### config.mk
export PLATFORM = sky130hd
export DESIGN_NAME = processor_memory_arbiter_flat
export DESIGN_NICKNAME = d
export VERILOG_FILES = /design/src/rtl/processor_memory_arbiter_if.sv /design/src/rtl/processor_memory_arbiter.sv /design/src/flat_wrapper.sv
export SDC_FILE = /design/constraint.sdc
export NUM_CORES = 1
export LEC_CHECK = 0
export ABC_CLOCK_PERIOD_IN_PS = 2430
export CORE_ASPECT_RATIO = 0.7
export CORE_MARGIN = 8
export CORE_UTILIZATION = 21
export CTS_BUF_LIST = sky130_fd_sc_hd__clkbuf_4 sky130_fd_sc_hd__clkbuf_8
export DETAILED_ROUTE_END_ITERATION = 8
export PLACE_DENSITY = 0.93
export SYNTH_ARGS = -nofsm -noshare
export SYNTH_HDL_FRONTEND = slang
export SYNTH_SLANG_ARGS = --single-unit
### constraint.sdc
create_clock -name clk -period 2.43 [get_ports clk]
set_input_delay 0.486 -clock clk [delete_from_list [all_inputs] [get_ports clk]]
set_output_delay 0.486 -clock clk [all_outputs]
set_load 0.02 [all_outputs]
### src/rtl/processor_memory_arbiter_if.sv
// Avalon-MM master-side bundle shared by the CPU and DMA ports.
// The arbiter sees each master through the slave modport.
interface processor_memory_arbiter_if #(
    parameter int ADDR_W = 13,
    parameter int DATA_W = 32,
    parameter int BE_W   = 4
);
    logic [ADDR_W-1:0] address;
    logic [BE_W-1:0]   byteenable;
    logic              read;
    logic              write;
    logic [DATA_W-1:0] writedata;
    logic              waitrequest;
    logic [DATA_W-1:0] readdata;
    logic              readdatavalid;

    modport master (
        output address, byteenable, read, write, writedata,
        input  waitrequest, readdata, readdatavalid
    );

    modport slave (
        input  address, byteenable, read, write, writedata,
        output waitrequest, readdata, readdatavalid
    );
endinterface

### src/rtl/processor_memory_arbiter.sv
// Round-robin arbiter sharing one single-port RAM between two masters.
// Commands pass through combinationally; read data returns one cycle later.
module processor_memory_arbiter #(
    parameter int ADDR_W = 13,
    parameter int DATA_W = 32,
    parameter int BE_W   = 4,
    parameter int DEPTH  = 5120
) (
    input  logic                  clk,
    input  logic                  reset,
    processor_memory_arbiter_if.slave m0,
    processor_memory_arbiter_if.slave m1,
    output logic [ADDR_W-1:0]     mem_address,
    output logic [BE_W-1:0]       mem_byteenable,
    output logic                  mem_chipselect,
    output logic                  mem_write,
    output logic [DATA_W-1:0]     mem_writedata,
    output logic                  mem_clken,
    input  logic [DATA_W-1:0]     mem_readdata,
    output logic                  oor_error
);

    localparam logic [ADDR_W:0] DEPTH_W = DEPTH[ADDR_W:0];

    logic last_grant_q, last_grant_d;
    logic rd_valid_q, rd_valid_d;
    logic rd_owner_q, rd_owner_d;
    logic rd_oor_q, rd_oor_d;
    logic oor_error_q, oor_error_d;

    logic              req0, req1;
    logic              grant0, grant1, grant_any;
    logic [ADDR_W-1:0] sel_addr;
    logic              sel_read, sel_write;
    logic              in_range;
    logic              rdv0, rdv1;
    logic [DATA_W-1:0] rd_data;

    always_comb begin
        req0 = m0.read | m0.write;
        req1 = m1.read | m1.write;

        // last_grant_q == 1 means m1 won last, so m0 wins contention
        grant0    = ~reset & req0 & (~req1 | last_grant_q);
        grant1    = ~reset & req1 & ~grant0;
        grant_any = grant0 | grant1;

        m0.waitrequest = reset | (req0 & ~grant0);
        m1.waitrequest = reset | (req1 & ~grant1);

        sel_addr  = grant1 ? m1.address : m0.address;
        sel_read  = grant1 ? m1.read    : m0.read;
        sel_write = grant1 ? m1.write   : m0.write;
        in_range  = {1'b0, sel_addr} < DEPTH_W;

        mem_address    = sel_addr;
        mem_byteenable = grant1 ? m1.byteenable : m0.byteenable;
        mem_writedata  = grant1 ? m1.writedata  : m0.writedata;
        mem_chipselect = grant_any & in_range;
        mem_write      = grant_any & in_range & sel_write;
        mem_clken      = ~reset;

        last_grant_d = grant_any ? grant1 : last_grant_q;
        // read+write together is a write, so no return is scheduled
        rd_valid_d   = grant_any & sel_read & ~sel_write;
        rd_owner_d   = grant1;
        rd_oor_d     = ~in_range;
        oor_error_d  = grant_any & ~in_range;
    end

    always_comb begin
        rd_data = rd_oor_q ? '0 : mem_readdata;
        rdv0    = ~reset & rd_valid_q & ~rd_owner_q;
        rdv1    = ~reset & rd_valid_q & rd_owner_q;

        m0.readdatavalid = rdv0;
        m1.readdatavalid = rdv1;
        m0.readdata      = rdv0 ? rd_data : '0;
        m1.readdata      = rdv1 ? rd_data : '0;
        oor_error        = oor_error_q & ~reset;
    end

    always_ff @(posedge clk) begin
        if (reset) begin
            last_grant_q <= 1'b1;
            rd_valid_q   <= 1'b0;
            rd_owner_q   <= 1'b0;
            rd_oor_q     <= 1'b0;
            oor_error_q  <= 1'b0;
        end else begin
            last_grant_q <= last_grant_d;
            rd_valid_q   <= rd_valid_d;
            rd_owner_q   <= rd_owner_d;
            rd_oor_q     <= rd_oor_d;
            oor_error_q  <= oor_error_d;
        end
    end

endmodule

### src/flat_wrapper.sv
// flat-port wrapper written by rule: the top's interface ports become plain ports
module processor_memory_arbiter_flat 
#(
    parameter int ADDR_W = 13,
    parameter int DATA_W = 32,
    parameter int BE_W   = 4,
    parameter int DEPTH  = 5120
)
  (clk, reset, mem_address, mem_byteenable, mem_chipselect, mem_write, mem_writedata, mem_clken, mem_readdata, oor_error, m0_address, m0_byteenable, m0_read, m0_write, m0_writedata, m0_waitrequest, m0_readdata, m0_readdatavalid, m1_address, m1_byteenable, m1_read, m1_write, m1_writedata, m1_waitrequest, m1_readdata, m1_readdatavalid);
  processor_memory_arbiter_if #(.ADDR_W(ADDR_W), .DATA_W(DATA_W), .BE_W(BE_W)) m0_i ();
  processor_memory_arbiter_if #(.ADDR_W(ADDR_W), .DATA_W(DATA_W), .BE_W(BE_W)) m1_i ();
  input  logic clk;
  input  logic reset;
  output logic [ADDR_W-1:0] mem_address;
  output logic [BE_W-1:0] mem_byteenable;
  output logic mem_chipselect;
  output logic mem_write;
  output logic [DATA_W-1:0] mem_writedata;
  output logic mem_clken;
  input  logic [DATA_W-1:0] mem_readdata;
  output logic oor_error;
  input wire logic [$bits(m0_i.address)-1:0] m0_address;
  input wire logic [$bits(m0_i.byteenable)-1:0] m0_byteenable;
  input wire logic [$bits(m0_i.read)-1:0] m0_read;
  input wire logic [$bits(m0_i.write)-1:0] m0_write;
  input wire logic [$bits(m0_i.writedata)-1:0] m0_writedata;
  output wire logic [$bits(m0_i.waitrequest)-1:0] m0_waitrequest;
  output wire logic [$bits(m0_i.readdata)-1:0] m0_readdata;
  output wire logic [$bits(m0_i.readdatavalid)-1:0] m0_readdatavalid;
  input wire logic [$bits(m1_i.address)-1:0] m1_address;
  input wire logic [$bits(m1_i.byteenable)-1:0] m1_byteenable;
  input wire logic [$bits(m1_i.read)-1:0] m1_read;
  input wire logic [$bits(m1_i.write)-1:0] m1_write;
  input wire logic [$bits(m1_i.writedata)-1:0] m1_writedata;
  output wire logic [$bits(m1_i.waitrequest)-1:0] m1_waitrequest;
  output wire logic [$bits(m1_i.readdata)-1:0] m1_readdata;
  output wire logic [$bits(m1_i.readdatavalid)-1:0] m1_readdatavalid;
  assign m0_i.address = m0_address;
  assign m0_i.byteenable = m0_byteenable;
  assign m0_i.read = m0_read;
  assign m0_i.write = m0_write;
  assign m0_i.writedata = m0_writedata;
  assign m0_waitrequest = m0_i.waitrequest;
  assign m0_readdata = m0_i.readdata;
  assign m0_readdatavalid = m0_i.readdatavalid;
  assign m1_i.address = m1_address;
  assign m1_i.byteenable = m1_byteenable;
  assign m1_i.read = m1_read;
  assign m1_i.write = m1_write;
  assign m1_i.writedata = m1_writedata;
  assign m1_waitrequest = m1_i.waitrequest;
  assign m1_readdata = m1_i.readdata;
  assign m1_readdatavalid = m1_i.readdatavalid;
  processor_memory_arbiter #(.ADDR_W(ADDR_W), .DATA_W(DATA_W), .BE_W(BE_W), .DEPTH(DEPTH)) u_core (.clk(clk), .reset(reset), .m0(m0_i), .m1(m1_i), .mem_address(mem_address), .mem_byteenable(mem_byteenable), .mem_chipselect(mem_chipselect), .mem_write(mem_write), .mem_writedata(mem_writedata), .mem_clken(mem_clken), .mem_readdata(mem_readdata), .oor_error(oor_error));
endmodule
==> out/results.txt <==
The flow ran to the end, and the final reports show no timing, DRC or antenna violations. Setup repair after global routing left no endpoint under its margin. Switching power total: 0.000377 W.

Worst-case clock skew: 0.000794 ns. Pin placement for this block handled 257 I/O pins. The quantity of I/O buffers inserted on ports was 256; the count of final setup violators was 0.

The half-perimeter wire length after detailed placement is 8.55 mm, and the core area is 0.00631 mm². The tools report the placement-stage cell area as 0.00411 mm². The internal portion of the total power is 0.000664 W.

Leading area contributor after synthesis: sky130_fd_sc_hd__mux2_2. For this block, the via count after detailed routing is 2,440. The layout net count is 606. The sequential fraction of the synthesis area came out at 7.20%.

Per report_power, the sequential group accounts for 9.4% of the total. The global-route track usage on met2 is 37.3%. The worst setup path is of the in2out kind. After synthesis the netlist holds a flip-flop and latch count of 5. The design draws 0.00104 W. In this run, placement finished with an instance count of 535. In this run the deepest clock path goes through 2 buffers. In this run the vertical extent of the chip is 84.1 µm. The run gives 0.00952 mm² as the total die area. The via count of the first global-routing pass was 2,735; the largest driver fanout on the critical path was 5. IR analysis of the VDD net gives a maximum drop of 149 µV. The tools report the launching element of the worst setup path as m0_write.

The clock root buffer is sky130_fd_sc_hd__clkbuf_8. For the worst setup path, the data arrival time is 1.86 ns. Buffers inserted during clock tree synthesis total 3.

In this run, post-CTS hold repair placed 0 buffers. In the final layout, flip-flops and latches occupy 100 µm². The first-pass GRT wire length came out at 14.5 mm. Measured in cells, the most critical reg-to-reg path has a length of 7. The mean routed wirelength per cell works out to 18.4 µm.

The path category of the worst min-delay check is reg2reg. The number of nets in the synthesized netlist is 335. The global placement routability congestion is 0.818, and the post-route antenna net violation count is 0.

The tools report the initial antenna violation count as 0. The capture point of the worst reg-to-reg path is u_core.rd_oor_q. After detailed routing, the number of vias per cell comes to 4.46. The portion of the clock cycle consumed by the worst path in the final layout was 96.5%; the post-placement setup slack was -0.658 ns.

The synthesized netlist occupies a cell area of 0.00139 mm². The floorplan has 24 rows. The logs give 2.09 nW for the leakage power figure and 0 for the number of violations of the max-capacitance limit. The mean post-synth cell area works out to 6.99 µm². At the worst endpoint, the required time is 1.94 ns. STA classifies the critical path startpoint as a primary input. For this run the aggregate overflow at the end of global routing stands at 0. At the pin with the least slew margin, the transition time is 0.754 ns.

For the number of non-filler instances in the completed layout, the log shows 547. Measured against its own limit, the worst slew margin works out to 49.7%. In this run the critical register-to-register path is launched from u_core.last_grant_q.

The initial cell density of the core is 22.0%. The switching power share of the total is 36.2%. The run gives 0.00414 mm² as the final design instance area without fill.

After synthesis, the netlist uses 24 different library cells. The area share of the largest cell type after synthesis is 38.1%, and the count of clock tree sinks is 5. The die width was 113 µm.

The endpoint kind of the worst setup timing path is an output pin. Worst-skew pair later-pin latency: 0.22 ns. The first detailed-routing pass ran for 4 iterations. Summed over all layers, the routed wires come to 10.1 mm.

The ratio of cells with drive above 1 in the final layout works out to 28.4%. TritonCTS built the clock tree. The tools report the final worst-path setup slack as 0.0862 ns. The cell occurring most often along the worst timing path is sky130_fd_sc_hd__buf_6. The layout overhead on the synthesized area was 198%; the clock transition at the register clock pins on the worst setup and hold paths after CTS was 0.04 ns. For this run, the number of Yosys warnings is 0. In this run the most used layer during global routing was met2. The run gives 74.5% as the fraction of power consumed by combinational cells. The largest net degree at the start of global routing came out at 34. The number of slew-limit violations in the final report was 0; the iteration-0 DRC count of the detailed router was 47. The signal on the critical path passes through clkbuf_2 > o21a_1 > nor3_4 > buf_6 > buf_16 > mux2_2 > buf_6. The run gives 0 as the antenna cell count.

The final count of hold timing violations is 0. The run gives 570 as the number of fill cells in the layout. The tools report the worst setup path endpoint as mem_writedata[6]. The area of combinational cells with multiple inputs came out at 0.00123 mm². After detailed routing, the number of remaining DRC violations is 0.

Per report_power, the clock group accounts for 16.2% of the total. In this run the power density over the cells is 251 mW/mm². For this run, the top clock speed supported by timing is 0.427 GHz. The total track usage is 19.3%.

Cell at the slowest stage of the critical path: sky130_fd_sc_hd__mux2_2. The logs give 199 for the number of instances in the synthesized netlist and 0.82 ns for the internal reg-to-reg setup slack. The worst path in the final design needs a cycle of 2.34 ns, including I/O delays and setup.

The largest stage delay on the critical path came out at 0.34 ns. The run gives 7.44% as the global-route met3 utilization. The tools report the maximum level of the CTS H-tree as 1. Global routing consumed, on the met1 layer, 18.5% of the routing resources. Sorting the synthesized cells by area gives the leading types as sky130_fd_sc_hd__mux2_2 38%, sky130_fd_sc_hd__nor2_1 19%, sky130_fd_sc_hd__nand2b_1 14%.
## metrics by stage
step	hold slack (ns)	utilization, %	TNS, ns
final	0.649	65.7	0
after global routing	0.679	65.7	0
after CTS	0.655	63.0	-0.215
after detailed placement	0.631	65.2	-52.83
after global placement	0.610	65.2	-51.64
after floorplan	0.549	-	0
## routing by layer
layer | wire [µm] | share of wire, % | up-vias
li1 | - | - | 1199
met1 | 3760 | 37 | 1110
met2 | 5250 | 52 | 117
met3 | 882 | 8.8 | 14
met4 | 170 | 1.7 | 0
met5 | 0 | 0 | -
## registers in the layout, summed over array words and instances (netlist names)
register	cells
u_core.last_grant_q	1
u_core.oor_error_q	1
u_core.rd_oor_q	1
u_core.rd_owner_q	1
u_core.rd_valid_q	1
## power by group through the flow
stage	Combinational [W]	Clock, W	Sequential, W
6_report	0.000775	0.000168	0.0000977
3_5_place_dp	0.000768	0	0.0000991
3_3_place_gp	0.000754	0	0.0000993
5_1_grt	0.000818	0.000181	0.0000999
4_1_cts	0.000727	0.000172	0.0000979
2_1_floorplan	0.000320	0	0.0000936
## timing repair
action,CTS,global route
setup endpoints to repair,120,52
pin swaps,2,2
gates cloned,3,2
resized for setup,294,48
buffers inserted,4,0
## cell type report
cell class              instances  area share [%]
repair buffers                280            63.7
multi-input cells             174            29.8
flip-flops and latches          5            2.42
well taps                      78            2.36
clock buffers                   4            1.18
inverters                       6           0.544
## kinds of logic after synthesis
family	Yosys count	share of synthesized area, %
AOI/OAI and AO/OA	11	4.95
buffers and inverters	20	8.64
DFF	5	7.20
muxes	51	41.2
and+or+nand+nor	112	38.0
## cell usage in the layout (no fill, tap or decap)
cell type | synthesis | routed
sky130_fd_sc_hd__o21ai_0 | 3 | 3
sky130_fd_sc_hd__nand3_1 | 2 | 2
sky130_fd_sc_hd__clkdlybuf4s50_1 | 0 | 132
sky130_fd_sc_hd__clkbuf_2 | 0 | 2
sky130_fd_sc_hd__buf_6 | 5 | 18
sky130_fd_sc_hd__clkbuf_4 | 0 | 1
sky130_fd_sc_hd__nor2_2 | 0 | 1
sky130_fd_sc_hd__dlymetal6s2s_1 | 0 | 1
sky130_fd_sc_hd__nand2_1 | 3 | 3
sky130_fd_sc_hd__mux2_2 | 47 | 35
sky130_fd_sc_hd__mux2_1 | 3 | 2
sky130_fd_sc_hd__o31ai_1 | 2 | 2
sky130_fd_sc_hd__nor3_2 | 1 | 1
sky130_fd_sc_hd__a21oi_1 | 2 | 2
sky130_fd_sc_hd__buf_12 | 0 | 3
sky130_fd_sc_hd__nor2_1 | 70 | 69
sky130_fd_sc_hd__o21a_1 | 1 | 1
sky130_fd_sc_hd__o22ai_1 | 1 | 1
sky130_fd_sc_hd__nor3_4 | 1 | 1
sky130_fd_sc_hd__buf_16 | 0 | 3
sky130_fd_sc_hd__a31oi_1 | 1 | 1
sky130_fd_sc_hd__nand2b_1 | 32 | 32
sky130_fd_sc_hd__dlygate4sd2_1 | 0 | 70
sky130_fd_sc_hd__nor2b_1 | 2 | 2
sky130_fd_sc_hd__clkinv_1 | 1 | 1
sky130_fd_sc_hd__clkbuf_8 | 0 | 3
sky130_fd_sc_hd__mux2_4 | 0 | 13
sky130_fd_sc_hd__buf_2 | 6 | 33
sky130_fd_sc_hd__a2bb2oi_1 | 1 | 1
sky130_fd_sc_hd__inv_1 | 5 | 5
sky130_fd_sc_hd__buf_4 | 0 | 16
sky130_fd_sc_hd__clkbuf_16 | 0 | 2
sky130_fd_sc_hd__nor3_1 | 1 | 1
sky130_fd_sc_hd__mux2i_4 | 0 | 1
sky130_fd_sc_hd__dfxtp_1 | 5 | 5
## cells in the mapped netlist
cell                        number
sky130_fd_sc_hd__buf_2           6
sky130_fd_sc_hd__dfxtp_1         5
sky130_fd_sc_hd__buf_6           5
sky130_fd_sc_hd__nor2_1         70
sky130_fd_sc_hd__o22ai_1         1
sky130_fd_sc_hd__mux2_2         47
sky130_fd_sc_hd__inv_1           5
sky130_fd_sc_hd__nor2b_1         2
sky130_fd_sc_hd__nand2b_1       32
sky130_fd_sc_hd__nand3_1         2
sky130_fd_sc_hd__nand2_1         3
sky130_fd_sc_hd__o21ai_0         3
sky130_fd_sc_hd__a31oi_1         1
sky130_fd_sc_hd__clkinv_1        1
sky130_fd_sc_hd__mux2_1          3
sky130_fd_sc_hd__mux2i_1         1
sky130_fd_sc_hd__nor3_4          1
sky130_fd_sc_hd__nor3_2          1
sky130_fd_sc_hd__clkbuf_1        3
sky130_fd_sc_hd__o31ai_1         2
sky130_fd_sc_hd__o21a_1          1
sky130_fd_sc_hd__nor3_1          1
sky130_fd_sc_hd__a21oi_1         2
sky130_fd_sc_hd__a2bb2oi_1       1
## critical path: cells and delay by family
family,cells,cell delay [ns]
compound gates,1,0.23
buf+inv,4,0.56
mux,1,0.34
simple gates,1,0.23
## worst min-delay path by stage
stage                   startpoint                  end  slack (ns)  depth (start not counted)
6_report       u_core.last_grant_q    u_core.rd_valid_q        0.65                          3
5_1_grt        u_core.last_grant_q  u_core.last_grant_q        0.68                          2
4_1_cts        u_core.last_grant_q  u_core.last_grant_q        0.65                          2
3_5_place_dp   u_core.last_grant_q    u_core.rd_valid_q        0.63                          3
3_3_place_gp   u_core.last_grant_q    u_core.rd_valid_q        0.61                          3
2_1_floorplan  u_core.last_grant_q    u_core.rd_valid_q        0.55                          2
Note: power is estimated with default switching activity, not from simulation.
